--- src/rtl/sap1_fetch_unit_if.sv ---
// ---------------------------------------------------------------------------
// sap1_fetch_unit_if
//   Bundles the SAP-1 control word, program-load port and W-bus connections
//   of the fetch unit so the controller side and the datapath side share one
//   typed connection.
//
//   Signals
//     cntrl_bus  12      {Cp,Ep,Lm_n,CE_n,Li_n,Ei_n,La_n,Ea,Su,Eu,Lb_n,Lo_n}
//     prog_we    1       program-load write strobe
//     prog_addr  ADDR_W  program-load address
//     prog_data  DATA_W  program-load data
//     w_bus_in   DATA_W  W-bus value from external slices
//     w_bus_out  DATA_W  value the fetch unit drives onto the W-bus
//     w_bus_oe   1       fetch unit drives the W-bus this cycle
//     opcode     4       instruction register upper nibble
//     pc         ADDR_W  program counter
//     mar        ADDR_W  memory address register
//     bus_err    1       sticky W-bus contention flag
//
//   Modports
//     master  controller / surrounding system side
//     slave   fetch unit side
// ---------------------------------------------------------------------------
interface sap1_fetch_unit_if #(
  parameter int ADDR_W = 4,
  parameter int DATA_W = 8
);
  logic [11:0]       cntrl_bus;
  logic              prog_we;
  logic [ADDR_W-1:0] prog_addr;
  logic [DATA_W-1:0] prog_data;
  logic [DATA_W-1:0] w_bus_in;
  logic [DATA_W-1:0] w_bus_out;
  logic              w_bus_oe;
  logic [3:0]        opcode;
  logic [ADDR_W-1:0] pc;
  logic [ADDR_W-1:0] mar;
  logic              bus_err;

  modport master (
    output cntrl_bus, prog_we, prog_addr, prog_data, w_bus_in,
    input  w_bus_out, w_bus_oe, opcode, pc, mar, bus_err
  );

  modport slave (
    input  cntrl_bus, prog_we, prog_addr, prog_data, w_bus_in,
    output w_bus_out, w_bus_oe, opcode, pc, mar, bus_err
  );
endinterface

--- src/rtl/sap1_fetch_unit.sv ---
// ---------------------------------------------------------------------------
// sap1_fetch_unit
//   Datapath end of the SAP-1 12-bit control bus. Holds the program counter,
//   memory address register, 16x8 program RAM and instruction register,
//   obeys control word bits 11..6 and returns the opcode to the controller.
//
//   Ports
//     clk   system clock, all state updates on the rising edge
//     clr   asynchronous active-low reset (pc, mar, ir, bus_err; not RAM)
//     bus   sap1_fetch_unit_if.slave: control word, program-load port,
//           W-bus in/out/oe, opcode, pc, mar, bus_err
//
//   Configuration
//     BUS_CONFLICT_EN  when defined, bus_err is set at an edge where more
//                      than one internal driver is active and held until
//                      clr; when undefined, bus_err is tied to 0.
// ---------------------------------------------------------------------------
module sap1_fetch_unit #(
  parameter int ADDR_W = 4,
  parameter int DATA_W = 8
) (
  input logic              clk,
  input logic              clr,
  sap1_fetch_unit_if.slave bus
);

  localparam int DEPTH = 2 ** ADDR_W;

  // Control word decode; bits 5..0 belong to other slices.
  logic cp, ep, lm_n, ce_n, li_n, ei_n;
  assign {cp, ep, lm_n, ce_n, li_n, ei_n} = bus.cntrl_bus[11:6];

  logic unused_ctrl_bits;
  assign unused_ctrl_bits = ^bus.cntrl_bus[5:0];

  logic [ADDR_W-1:0] pc_q,  pc_d;
  logic [ADDR_W-1:0] mar_q, mar_d;
  logic [DATA_W-1:0] ir_q,  ir_d;
  logic [DATA_W-1:0] mem [DEPTH];

  logic [DATA_W-1:0] int_bus;
  logic              drive_en;

  // Internal W-bus: Ep > CE > Ei, else whatever the external slices drive.
  // RAM read is asynchronous from mar, so loads in the same word see the
  // pre-edge RAM and register contents.
  always_comb begin
    int_bus = bus.w_bus_in;
    if (ep)
      int_bus = {{(DATA_W-ADDR_W){1'b0}}, pc_q};
    else if (!ce_n)
      int_bus = mem[mar_q];
    else if (!ei_n)
      int_bus = {{(DATA_W-4){1'b0}}, ir_q[3:0]};
  end

  assign drive_en      = ep | ~ce_n | ~ei_n;
  assign bus.w_bus_oe  = drive_en;
  assign bus.w_bus_out = drive_en ? int_bus : '0;

  always_comb begin
    pc_d  = cp    ? pc_q + 1'b1              : pc_q;
    mar_d = !lm_n ? int_bus[ADDR_W-1:0]      : mar_q;
    ir_d  = !li_n ? int_bus                  : ir_q;
  end

  // NOTE: sequential state uses non-blocking assignments so every register
  // samples the pre-edge values computed above, independent of block order.
  always_ff @(posedge clk or negedge clr) begin
    if (!clr) begin
      pc_q  <= '0;
      mar_q <= '0;
      ir_q  <= '0;
    end else begin
      pc_q  <= pc_d;
      mar_q <= mar_d;
      ir_q  <= ir_d;
    end
  end

  // NOTE: the program RAM has no reset; clr must leave a loaded program intact
  // and a reset would also prevent mapping onto RAM primitives.
  always_ff @(posedge clk) begin
    if (bus.prog_we)
      mem[bus.prog_addr] <= bus.prog_data;
  end

`ifdef BUS_CONFLICT_EN
  logic bus_err_q, bus_err_d;
  logic conflict;

  assign conflict  = (ep & ~ce_n) | (ep & ~ei_n) | (~ce_n & ~ei_n);
  assign bus_err_d = bus_err_q | conflict;

  always_ff @(posedge clk or negedge clr) begin
    if (!clr) bus_err_q <= 1'b0;
    else      bus_err_q <= bus_err_d;
  end

  assign bus.bus_err = bus_err_q;
`else
  assign bus.bus_err = 1'b0;
`endif

  assign bus.opcode = ir_q[DATA_W-1 -: 4];
  assign bus.pc     = pc_q;
  assign bus.mar    = mar_q;

endmodule

--- src/flat_wrapper.sv ---
// flat-port wrapper written by rule: the top's interface ports become plain ports
module sap1_fetch_unit_flat 
#(
  parameter int ADDR_W = 4,
  parameter int DATA_W = 8
)
  (clk, clr, bus_cntrl_bus, bus_prog_we, bus_prog_addr, bus_prog_data, bus_w_bus_in, bus_w_bus_out, bus_w_bus_oe, bus_opcode, bus_pc, bus_mar, bus_bus_err);
  sap1_fetch_unit_if #(.ADDR_W(ADDR_W), .DATA_W(DATA_W)) bus_i ();
  input logic clk;
  input logic clr;
  input wire logic [$bits(bus_i.cntrl_bus)-1:0] bus_cntrl_bus;
  input wire logic [$bits(bus_i.prog_we)-1:0] bus_prog_we;
  input wire logic [$bits(bus_i.prog_addr)-1:0] bus_prog_addr;
  input wire logic [$bits(bus_i.prog_data)-1:0] bus_prog_data;
  input wire logic [$bits(bus_i.w_bus_in)-1:0] bus_w_bus_in;
  output wire logic [$bits(bus_i.w_bus_out)-1:0] bus_w_bus_out;
  output wire logic [$bits(bus_i.w_bus_oe)-1:0] bus_w_bus_oe;
  output wire logic [$bits(bus_i.opcode)-1:0] bus_opcode;
  output wire logic [$bits(bus_i.pc)-1:0] bus_pc;
  output wire logic [$bits(bus_i.mar)-1:0] bus_mar;
  output wire logic [$bits(bus_i.bus_err)-1:0] bus_bus_err;
  assign bus_i.cntrl_bus = bus_cntrl_bus;
  assign bus_i.prog_we = bus_prog_we;
  assign bus_i.prog_addr = bus_prog_addr;
  assign bus_i.prog_data = bus_prog_data;
  assign bus_i.w_bus_in = bus_w_bus_in;
  assign bus_w_bus_out = bus_i.w_bus_out;
  assign bus_w_bus_oe = bus_i.w_bus_oe;
  assign bus_opcode = bus_i.opcode;
  assign bus_pc = bus_i.pc;
  assign bus_mar = bus_i.mar;
  assign bus_bus_err = bus_i.bus_err;
  sap1_fetch_unit #(.ADDR_W(ADDR_W), .DATA_W(DATA_W)) u_core (.clk(clk), .clr(clr), .bus(bus_i));
endmodule
--- config.mk ---
export PLATFORM = sky130hd
export DESIGN_NAME = sap1_fetch_unit_flat
export DESIGN_NICKNAME = d
export VERILOG_FILES = /design/src/rtl/sap1_fetch_unit_if.sv /design/src/rtl/sap1_fetch_unit.sv /design/src/flat_wrapper.sv
export SDC_FILE = /design/constraint.sdc
export NUM_CORES = 1
export LEC_CHECK = 0
export ABC_CLOCK_PERIOD_IN_PS = 2300
export CORE_ASPECT_RATIO = 0.6
export CORE_MARGIN = 1
export CORE_UTILIZATION = 40
export DETAILED_ROUTE_END_ITERATION = 6
export PLACE_DENSITY = 0.66
export SYNTH_ARGS = -nofsm -noshare
export SYNTH_HDL_FRONTEND = slang
export SYNTH_SLANG_ARGS = --single-unit
--- constraint.sdc ---
create_clock -name clk -period 2.3 [get_ports clk]
set_input_delay 0.46 -clock clk [delete_from_list [all_inputs] [get_ports clk]]
set_output_delay 0.46 -clock clk [all_outputs]
set_load 0.03 [all_outputs]
# Word level (Yosys, flattened, before mapping)
# Memory sizes are Yosys's and may differ from the RTL's.
# Index checks and enable logic that the tools add are counted.
# classes
n_mul	0
reduce_logical	0
div_mod_pow	0
order_cmp	0
eq_ne	0
n_shift	0
bitwise	4
mux	6
addsub	1
# ops
cell	n
2-to-1 mux 8 bit	4
adder 4 x 1 -> 4 bit (second input constant)	1
2-to-1 mux 1 bit	2
NOT 1 bit	2
OR 1 bit	2
# word_totals
latch_bits	0
register_bits	16
mem_bits_ro	0
wordCells	15
ramBits	128
n_memories	1
# memory_table
memory	words	word_bits	rd	rd_clocked_by_memory_dff	wr	line_no	text
u_core.mem	16	8	1	0	1	sap1_fetch_unit.sv:39	logic [DATA_W-1:0] mem [DEPTH];

# Logic depth before layout (Yosys ltp)
# logic_depth
ltp_word	4
depth_mapped	6
ltp_nobuf	4

# Worst setup path before layout
# OpenSTA, ideal clock, no wires.
# synth_path
path_type	reg2out
startpoint	reg u_core.mar_q[2], in the netlist u_core.bus.mar[2]
endpoint	out bus_w_bus_out[0]
path_stages_with_launch	6
t_arrival_ps	1886
slack_ps	-46
t_required_ps	1840
path_buffers	1
path_cell_list	dfrtp_1 clkbuf_1 nor4b_1 a22o_1 inv_1 a21oi_1
# synth_via
elab_chain_len	4
# synth_rtl
element	line_no	text
start: declaration	sap1_fetch_unit.sv:37	logic [ADDR_W-1:0] mar_q, mar_d;
start signal: assignment	sap1_fetch_unit.sv:76	mar_q <= mar_d;
memory read (16 x 8 bit)	-	
2-to-1 mux 8 bit	sap1_fetch_unit.sv:51	else if (!ce_n)
2-to-1 mux 8 bit	sap1_fetch_unit.sv:49	if (ep)
2-to-1 mux 8 bit	sap1_fetch_unit.sv:59	assign bus.w_bus_out = drive_en ? int_bus : '0;
end: declaration	flat_wrapper.sv:16	output wire logic [$bits(bus_i.w_bus_out)-1:0] bus_w_bus_out;
# No other way between the ends.

# Worst setup path in the final report
# layout_path
startpoint	reg u_core.mar_q[0], in the netlist u_core.bus.mar[0]
endpoint	out bus_w_bus_out[2]
# Same word-level chain as after synthesis.

==> impl_metrics.csv <==
group,metric,value,unit
finish,n_antenna_cell,0,
global_route,antenna_found_initial,0,
finish,ff_latch_area,4250,sq um
power_and_ir_drop,p_sw_share,28.7,%
timing,post-route-min-period,2.64,ns
status,status,"finished with violations",
power_and_ir_drop,internal_power,5.79,mW
floorplan,die_w,159,microns
clock_network,cts_tree,"built",
finish,n_fill_cell,1193,
worst_setup_path,critical_path_class,"reg2out",
placement,globalplace.congestion,0.823,
floorplan,die_h,96.2,microns
placement,pre_cts_ws,-0.425,ns
worst_setup_path,path_buf_inv,2,
global_route,grt_first_pass_wirelength,21300,microns
timing,hold_viol,0,
timing,slew_violations,0,
yosys,yosys.area_share.xor_xnor,0.444,%
global_route,grt_use_total,19.8,%
clock_network,cts_buffers,17,
yosys,synth.area.mux_share,12.1,%
floorplan,die_area,15300,sq um
power_and_ir_drop,seq_power_share,38.8,%
clock_network,h-tree-depth,4,
yosys,syn_nets,406,
yosys,synth-async-reset-ratio,11.1,%
route,wirelength,14200,microns
status,violations,"negative setup slack",
power_and_ir_drop,power.density,1030,nW/um^2
worst_setup_path,path_delay_family,"compound AO/OA/AOI/OAI gates",
floorplan,ios,57,
clock_network,clock_path_buffers,2,
global_route,overflow,0,
yosys,synth-compound-area-share,6.58,%
worst_setup_path,worst-path-max-fanout,5,
clock_network,clock_latency,0.42,ns
timing,worstMarginPinSlew,0.637,ns
timing,setup_violations,8,
worst_setup_path,arrival,2.18,ns
clock_network,clock-root-buffer,"clkbuf_16",
global_route,grt_max_degree,21,
worst_setup_path,cp_data_required_time,1.84,ns
hold_path,min_path_type,"in2async",
yosys,synth.yosys.warnings,0,
finish,syn2layout_area_growth,33.3,%
route,vias_per_cell,5.23,
timing,fin_setup_tns,-2.03,ns
timing,finalCritPeriodShare,115,%
power_and_ir_drop,ir_worst_vdd,505,uV
floorplan,rows,34,
route,routedWlPerCell,20.4,microns
placement,io_buffers,49,
worst_setup_path,critPathMaxStageDelay,0.50,ns
placement,dp_hpwl,9820,microns
yosys,synth_top_flop_cell,"edfxtp_1",
yosys,synth_simple_gate_area_share,5.86,%
clock_network,cts.sinks,144,
timing,fmaxAchievable,379,MHz
worst_setup_path,crit_chain,"bufbuf_16 -> mux2i_4 -> a22oi_2 -> a31oi_2 -> a21oi_2 -> buf_4",
power_and_ir_drop,comb_power_share,25.9,%
route,drt_first_iter_violations,296,
yosys,syn-mean-instance-area,16.0,sq um
yosys,synth_top_family_by_area,"multiplexers",
timing,fin_ws,-0.337,ns
clock_network,cts_hold_buf,0,
yosys,synth_fa_ha_area_share,0.211,%
timing,timing.hold.ws,0.377,ns
worst_setup_path,endpoint_kind,"primary output",
power_and_ir_drop,power_frac_clock,35.3,%
yosys,ys_top_cells_by_area,"edfxtp_1, mux2i_1, dfrtp_1, a22oi_1, mux4_2",
worst_setup_path,critPathSlowestCell,"dfrtp_2",
yosys,synth_area,5920,sq um
global_route,grt_pass1_vias,3584,
route,ant_nets,0,
timing,slew_headroom,57.4,%
yosys,synth_edf_count,128,
job,drv_cap,0,
power_and_ir_drop,leakage,2.94,nW
finish,multi_input_area,1660,sq um
floorplan,core_area,14500,sq um
yosys,synthesis.instances,370,
timing,rsz0062_at_grt,"true",
yosys,ys_seq_elements,144,
yosys,seq_area_frac_synth,71.7,%
yosys,synth.distinct_cells,39,
power_and_ir_drop,p_sw,2.33,mW
finish,drive_above_1_share,30.7,%
finish,layout.nets,525,
yosys,synth_top_area_share,64.9,%
route,dr_total_vias,3654,
clock_network,clkTransAtPathRegs,0.06,ns
worst_setup_path,startpoint_type,"flop",
floorplan,start_util,40.9,%
timing,skew,0.00548,ns
route,dr.pass1.iters,4,
yosys,synth.largest_area_cell,"edfxtp_1",
route,route.detailed.drc,0,
## sequential cells by signal, indices dropped and copies added (netlist names)
signal	flops
u_core.bus.pc	4
u_core.bus.mar	4
u_core.ir_q	8
u_core.mem	128
## cell usage in the layout (no fill, tap or decap), types with 5 or more instances in the layout
cell             count
a21oi_1              8
a22oi_1             10
a22oi_2             11
a2bb2oi_1            6
buf_4               73
clkbuf_16           17
clkdlybuf4s50_1     35
dfrtp_1             13
edfxtp_1           128
inv_1               10
mux2i_1             52
mux4_2               7
nand2_1             14
nand3_1              6
nor2_1              22
nor3_1               5
## through the flow
step | total power, mW | instances | instance area (sq um) | util (%)
2_1_floorplan | 4.27 | 370 | 5930 | -
3_3_place_gp | 4.96 | 658 | 6980 | 48.3
3_5_place_dp | 4.99 | 658 | 6980 | 48.3
4_1_cts | 8.07 | 697 | 7820 | 54.0
5_1_grt | 8.38 | 699 | 7890 | 54.6
6_report | 8.12 | 699 | 7890 | 54.6
## layout make-up
cell class              count  area share [%]
inverters                  11           0.523
flip-flops and latches    144            53.8
repair buffers            121            13.7
clock inverters            14            2.38
clock buffers              17            5.39
multi-input cells         194            21.1
well taps                 198            3.14
## power by group through the flow
stage / combinational, mW / clock, mW / sequential (mW)
CTS: 2.03 / 2.89 / 3.14
floorplan: 1.04 / 0 / 3.23
detailed placement: 1.80 / 0 / 3.19
global placement: 1.79 / 0 / 3.18
finish: 2.10 / 2.87 / 3.15
global route: 2.22 / 3.00 / 3.16
## Yosys cell counts, types with 2 or more instances
cell         n
buf_4       10
or3b_2       2
mux2i_1     54
nor2b_1      2
a31oi_1      6
inv_1       11
nand3b_1     2
buf_6        3
a21oi_1     12
a2bb2oi_1    6
a22o_1       3
a32oi_1      4
nand2_1     14
buf_2        2
a22oi_1     21
nor2_1      23
edfxtp_1   128
nand3_1     10
mux4_2       6
xnor2_1      2
o21ai_0      4
buf_1        3
nand2b_1     3
nor3_1       6
clkbuf_1     3
and2_1       2
dfrtp_1     16
## per-layer routing
metal  part of all wire, %  vias to the layer above  GRT usage (%)
met5                     0                        -              0
met4                  0.48                        0           5.85
met3                   7.9                        9           5.82
met2                    40                      146           27.5
met1                    52                     1830           29.7
li1                      -                     1669              -
## cell families after synthesis
family                     Yosys count
buffers and inverters               32
other                                1
and+or+nand+nor                     71
xor gates and xnor gates             3
muxes                               62
AOI/OAI and AO/OA                   56
adders and majority gates            1
DFF                                144
## path summary, 6_finish.rpt
kind	from	to	slack (ns)	cells past startpoint
setup / recovery	u_core.bus.mar[0]	bus_w_bus_out[2]	-0.34	6
hold / removal	clr	u_core.ir_q[1]	0.38	2
setup reg to reg	u_core.bus.mar[0]	u_core.bus.mar[0]	0.29	7
hold reg to reg	u_core.ir_q[7]	u_core.ir_q[7]	0.51	2
max in group asynchronous	clr	u_core.bus.mar[2]	1.71	2
min in group clk	u_core.ir_q[7]	u_core.ir_q[7]	0.51	2
## repair_timing
item | 4_1_cts | 5_1_grt
setup buffers | 7 | 2
endpoints found under the setup margin | 10 | 8
cloned | 1 | 0
pin swaps | 2 | 11
gates resized for setup | 37 | 13
No activity file was read; power rests on OpenSTA's default activity.
